$ cat src/rtl/fast9_scan_sequencer.sv
// FAST9 scan controller: walks every valid center in raster order, fetches the
// center pixel and its 16-pixel Bresenham ring, then hands the window to the matcher.
module fast9_scan_sequencer #(
    parameter int IMG_W  = 180,
    parameter int IMG_H  = 120,
    parameter int ADDR_W = 15
) (
    input  logic              clk,
    input  logic              rst_n,
    input  logic              start,
    output logic              busy,
    output logic              done,
    input  logic              mem_gnt,
    output logic              mem_rd_en,
    output logic [ADDR_W-1:0] mem_addr,
    output logic              reg_we,
    output logic [4:0]        reg_idx,
    output logic              eval_req,
    input  logic              eval_ack,
    output logic [ADDR_W-1:0] center_addr,
    output logic [7:0]        center_x,
    output logic [6:0]        center_y
);

    typedef enum logic [2:0] {
        IDLE,
        CENTER,
        RING,
        DRAIN,
        EVAL,
        NEXT,
        DONE
    } stateT;

    localparam logic [7:0]        X_LAST     = 8'(IMG_W - 4);
    localparam logic [6:0]        Y_LAST     = 7'(IMG_H - 4);
    localparam logic [ADDR_W-1:0] FIRST_ADDR = ADDR_W'(3 * IMG_W + 3);

    stateT             state;
    stateT             nextState;
    logic [3:0]        ringIdx;
    logic [ADDR_W-1:0] centerAddrQ;
    logic [7:0]        xQ;
    logic [6:0]        yQ;
    logic              lastCenter;
    logic              readGranted;

    // Ring offsets dy*IMG_W+dx; negative offsets wrap modulo 2^ADDR_W and the add cancels it.
    function automatic logic [ADDR_W-1:0] ringOffset(input logic [3:0] idx);
        int off;
        case (idx)
            4'd0:    off = -3 * IMG_W;
            4'd1:    off = -3 * IMG_W + 1;
            4'd2:    off = -2 * IMG_W + 2;
            4'd3:    off = -IMG_W + 3;
            4'd4:    off = 3;
            4'd5:    off = IMG_W + 3;
            4'd6:    off = 2 * IMG_W + 2;
            4'd7:    off = 3 * IMG_W + 1;
            4'd8:    off = 3 * IMG_W;
            4'd9:    off = 3 * IMG_W - 1;
            4'd10:   off = 2 * IMG_W - 2;
            4'd11:   off = IMG_W - 3;
            4'd12:   off = -3;
            4'd13:   off = -IMG_W - 3;
            4'd14:   off = -2 * IMG_W - 2;
            default: off = -3 * IMG_W - 1;
        endcase
        return ADDR_W'(off);
    endfunction

    assign lastCenter  = (xQ == X_LAST) && (yQ == Y_LAST);
    assign readGranted = mem_rd_en && mem_gnt;

    always_ff @(posedge clk or negedge rst_n) begin
        if (!rst_n) state <= IDLE;
        else        state <= nextState;
    end

    always_comb begin
        nextState = state;
        mem_rd_en = 1'b0;
        mem_addr  = '0;
        busy      = (state != IDLE) && (state != DONE);
        done      = (state == DONE);
        eval_req  = (state == EVAL);
        case (state)
            IDLE:   if (start) nextState = CENTER;
            CENTER: begin
                mem_rd_en = 1'b1;
                mem_addr  = centerAddrQ;
                if (mem_gnt) nextState = RING;
            end
            RING: begin
                mem_rd_en = 1'b1;
                mem_addr  = centerAddrQ + ringOffset(ringIdx);
                if (mem_gnt && ringIdx == 4'd15) nextState = DRAIN;
            end
            DRAIN:  nextState = EVAL;
            EVAL:   if (eval_ack) nextState = NEXT;
            NEXT:   nextState = lastCenter ? DONE : CENTER;
            DONE:   nextState = IDLE;
            default: nextState = IDLE;
        endcase
    end

    // Scan position and ring index; reg_we/reg_idx trail the granted read by one cycle.
    always_ff @(posedge clk or negedge rst_n) begin
        if (!rst_n) begin
            ringIdx     <= '0;
            centerAddrQ <= '0;
            xQ          <= 8'd3;
            yQ          <= 7'd3;
            reg_we      <= 1'b0;
            reg_idx     <= '0;
        end else begin
            reg_we <= readGranted;
            if (readGranted) reg_idx <= (state == CENTER) ? 5'd16 : {1'b0, ringIdx};
            case (state)
                IDLE: begin
                    ringIdx <= '0;
                    if (start) begin
                        xQ          <= 8'd3;
                        yQ          <= 7'd3;
                        centerAddrQ <= FIRST_ADDR;
                    end
                end
                CENTER: ringIdx <= '0;
                RING:   if (mem_gnt) ringIdx <= ringIdx + 4'd1;
                NEXT: begin
                    if (!lastCenter) begin
                        if (xQ == X_LAST) begin
                            xQ          <= 8'd3;
                            yQ          <= yQ + 7'd1;
                            centerAddrQ <= centerAddrQ + ADDR_W'(7);
                        end else begin
                            xQ          <= xQ + 8'd1;
                            centerAddrQ <= centerAddrQ + ADDR_W'(1);
                        end
                    end
                end
                default: ;
            endcase
        end
    end

    assign center_addr = centerAddrQ;
    assign center_x    = xQ;
    assign center_y    = yQ;

endmodule

$ cat config.mk
export PLATFORM = sky130hd
export DESIGN_NAME = fast9_scan_sequencer
export DESIGN_NICKNAME = d
export VERILOG_FILES = /design/src/rtl/fast9_scan_sequencer.sv
export SDC_FILE = /design/constraint.sdc
export NUM_CORES = 1
export LEC_CHECK = 0
export BUFFER_PORTS_ARGS = -buffer_cell sky130_fd_sc_hd__buf_2
export CORE_MARGIN = 2
export CORE_UTILIZATION = 49
export DETAILED_ROUTE_END_ITERATION = 6
export GPL_TIMING_DRIVEN = 0
export PLACE_DENSITY = 0.7
export SYNTH_ARGS = -nofsm -noshare
export SYNTH_HDL_FRONTEND = slang
export SYNTH_SLANG_ARGS = --single-unit
$ cat constraint.sdc
create_clock -name clk -period 4.1 [get_ports clk]
set_input_delay 0.82 -clock clk [delete_from_list [all_inputs] [get_ports clk]]
set_output_delay 0.82 -clock clk [all_outputs]
set_load 0.01 [all_outputs]
==> flow_metrics.py <==
metrics = {
    "status": {
        "status": "finished, violations left",
        "violations": "negative setup slack",
    },
    "clock_tree": {
        "path_clk_slew_ns": 0.08,
        "cts_hold_buffers": 0,
        "cts_tree": "yes",
        "clock_latency_ns": 0.29,
        "cts_sinks": 43,
        "numCtsBuffers": 5,
        "cts_root_buf": "clkbuf_8",
        "clockBufferDepth": 2,
        "h-tree-depth": 2,
    },
    "sta": {
        "fin_tns_setup_ns": -0.0368,
        "fmax_mhz": 242,
        "post-route-period-util": 1.01,
        "setup_ws_ns": -0.0368,
        "drv_slew": 0,
        "setup_viol": 1,
        "worst_pin_slew_ns": 0.948,
        "skew_ns": 0.00573,
        "rsz0062_at_grt": "yes",
        "fin_crit_ns": 4.14,
        "hold_viol_final": 0,
        "relSlewSlack": 0.368,
    },
    "drt": {
        "drc": 0,
        "viasPerCell": 5.65,
        "dr_total_vias": 3410,
        "finalWirelength_um": 9410,
        "dr.pass1.iters": 5,
        "drtIter0Drc": 241,
        "wl_per_cell_um": 15.6,
        "ant_nets": 0,
    },
    "layout": {
        "layout.nets": 543,
        "antenna_cells": 0,
        "regArea_um2": 1080,
        "drive_gt1_frac": 0.264,
        "syn_to_final_growth_pct": 25.1,
        "nFillCells": 598,
        "fin_cells": 604,
        "multi_input_area_um2": 2410,
    },
    "synth": {
        "syn-mean-instance-area_um2": 8.04,
        "ys_seq_elements": 43,
        "synth.distinct_cells": 56,
        "synth.most_common_cell": "nand2_1",
        "ys.flop_type": "dfrtp_1",
        "synthArstFlopShare": 1.00,
        "netlist_top_cells_count": "nand2_1 (59), o21ai_0 (48), nor2_1 (42)",
        "synthTopCellsByArea": "dfrtp_1 (28%), ha_1 (10%), o21ai_0 (7.0%), nand2_1 (6.4%), nor2_1 (4.6%)",
        "synth_largest_area_cell": "dfrtp_1",
        "synth_nets": 463,
        "synth_edf_count": 0,
        "synth_top_area_frac": 0.284,
        "synth_area_um2": 3440,
        "yosysWarnings": 0,
        "synthCells": 428,
        "ys_seq_area_frac": 0.314,
    },
    "placement": {
        "dp_hpwl_um": 6640,
        "placed_cells": 582,
        "io_buffers": 58,
        "routabilityCongestion": 0.931,
    },
    "run": {
        "drv_cap": 0,
    },
    "critical_path": {
        "slowest_stage": "dfrtp_1",
        "required_ns": 3.28,
        "critPathArrivalTime_ns": 3.32,
        "path_class": "register to primary output",
        "path_cells": "buf_4 -> buf_4 -> ha_1 -> o21ai_0 -> a21oi_1 -> ha_4 -> and2_1 -> nand4_1 -> a21o_1 -> a31oi_4 -> nor3_2 -> o31a_1 -> mux2i_1 -> buf_2",
        "crit_path_max_fanout": 6,
        "worst_path_largest_cell_delay_ns": 0.40,
        "worstSetupStartpointType": "register",
        "path_buf_inv": 3,
        "cpMostUsedCell": "buf_4",
        "critPathTopFamily": "compound AO/OA/AOI/OAI gates",
        "critPathCaptureType": "primary output",
    },
    "power_and_ir_drop": {
        "p_sw_mw": 1.19,
        "peakVddDrop_uv": 252,
        "combPwrFrac": 0.639,
        "pwr-share-seq": 0.256,
        "p_leak_nw": 2.06,
        "p_sw_frac": 0.470,
        "power.internal_mw": 1.34,
        "clkPwrFrac": 0.106,
        "cellPowerDensity_nw_per_um2": 586,
    },
    "global_route": {
        "grt_max_degree": 44,
        "antenna_found_initial": 0,
        "grt_overflow_total": 0,
        "grt_use_total": 0.243,
        "grt_first_pass_wirelength_um": 14900,
        "grt_pass1_vias": 3014,
    },
    "floorplan": {
        "die_w_um": 87.8,
        "io_pins": 60,
        "initial_core_util": 0.506,
        "rows": 30,
        "die-area_um2": 7710,
        "die_h_um": 87.8,
        "core-area_um2": 6790,
    },
    "hold_path": {
        "min_path_type": "register to register",
    },
}
-- state kept, by name, summed over array words and instances, names as in the netlist --
register / count
reg_idx: 5
reg_we: 1
center_addr: 15
center_x: 8
center_y: 7
state: 3
ringIdx: 4
-- placed cells by master, fill, tap and decap left out, drive strengths merged, types with 2 or more instances in the layout --
cell,netlist,layout
a21o,11,11
a21oi,28,28
a31oi,11,11
a32o,4,4
and2,7,7
and3,8,8
buf,4,79
clkbuf,15,18
clkinv,0,2
dfrtp,39,39
dfstp,4,4
fa,2,2
ha,28,28
inv,19,18
mux2i,7,7
nand2,60,60
nand2b,4,4
nand3,13,13
nand3b,2,2
nand4,8,8
nor2,42,42
nor2b,2,2
nor3,8,8
o2111ai,2,2
o21a,4,4
o21ai,49,49
o21bai,2,2
o22ai,2,2
o31ai,7,7
o41ai,2,2
or3,2,2
xnor2,5,5
xor2,15,15
-- metrics by stage --
step / total power [mW] / hold WS [ns] / worst slack, ns / utilization / instance area, µm²
finish: 2.52 / 0.482 / -0.0368 / 0.634 / 4300
global route: 2.75 / 0.490 / -0.209 / 0.634 / 4300
CTS: 2.37 / 0.482 / 0.00136 / 0.603 / 4100
detailed placement: 1.99 / 0.464 / -0.374 / 0.567 / 3850
global placement: 1.96 / 0.459 / -0.297 / 0.567 / 3850
floorplan: 1.58 / 0.500 / 0.165 / - / 3440
-- what timing repair did --
action	CTS	global route
resized for setup	32	26
setup buffers	6	10
endpoints found under the setup margin	10	8
pin swaps	12	20
-- worst min-delay path: stages (launching register included) --
cell     delay, ns
dfrtp_1       0.35
nand2_1       0.04
o21ai_0       0.06
-- worst paths after layout --
path | slack, ns | startpoint | end | cells past startpoint
worst max-delay path | -0.04 | ringIdx[0] | mem_addr[14] | 14
worst min register to register | 0.48 | reg_idx[1] | reg_idx[1] | 2
max in group asynchronous | 2.78 | rst_n | ringIdx[1] | 1
min in group asynchronous | 0.67 | rst_n | center_y[6] | 1
worst max register to register | 1.13 | center_x[0] | center_addr[5] | 13
worst min-delay path | 0.48 | reg_idx[1] | reg_idx[1] | 2
-- power groups by stage --
stage	sequential (mW)	combinational, mW	clock, mW
floorplan	0.659	0.920	0
global placement	0.647	1.31	0
detailed placement	0.650	1.34	0
CTS	0.642	1.46	0.274
global route	0.662	1.79	0.292
finish	0.646	1.61	0.266
-- layout make-up --
type | count | area share
multi-input cells | 347 | 0.560
flip-flops and latches | 43 | 0.251
repair buffers | 74 | 0.0953
plain buffers | 18 | 0.0288
well taps | 96 | 0.0279
inverters | 19 | 0.0174
clock buffers | 5 | 0.0160
clock inverters | 2 | 0.00320
-- cells by family after synthesis --
kind of cell / count (synthesis) / synth area share
AO/OA/AOI/OAI: 128 / 0.229
XOR/XNOR: 20 / 0.0509
adder cells (fa/ha/maj): 30 / 0.113
buffers and inverters: 38 / 0.0509
flip-flops: 43 / 0.314
multiplexers: 7 / 0.0204
AND/OR/NAND/NOR: 162 / 0.221
-- routing by layer --
layer	track usage	vias up	wire (µm)
li1	-	1677	-
met1	0.355	1619	4420
met2	0.392	104	4440
met3	0.0311	10	474
met4	0.0406	0	76
met5	0	-	0
(Power assumes the default switching activity.)
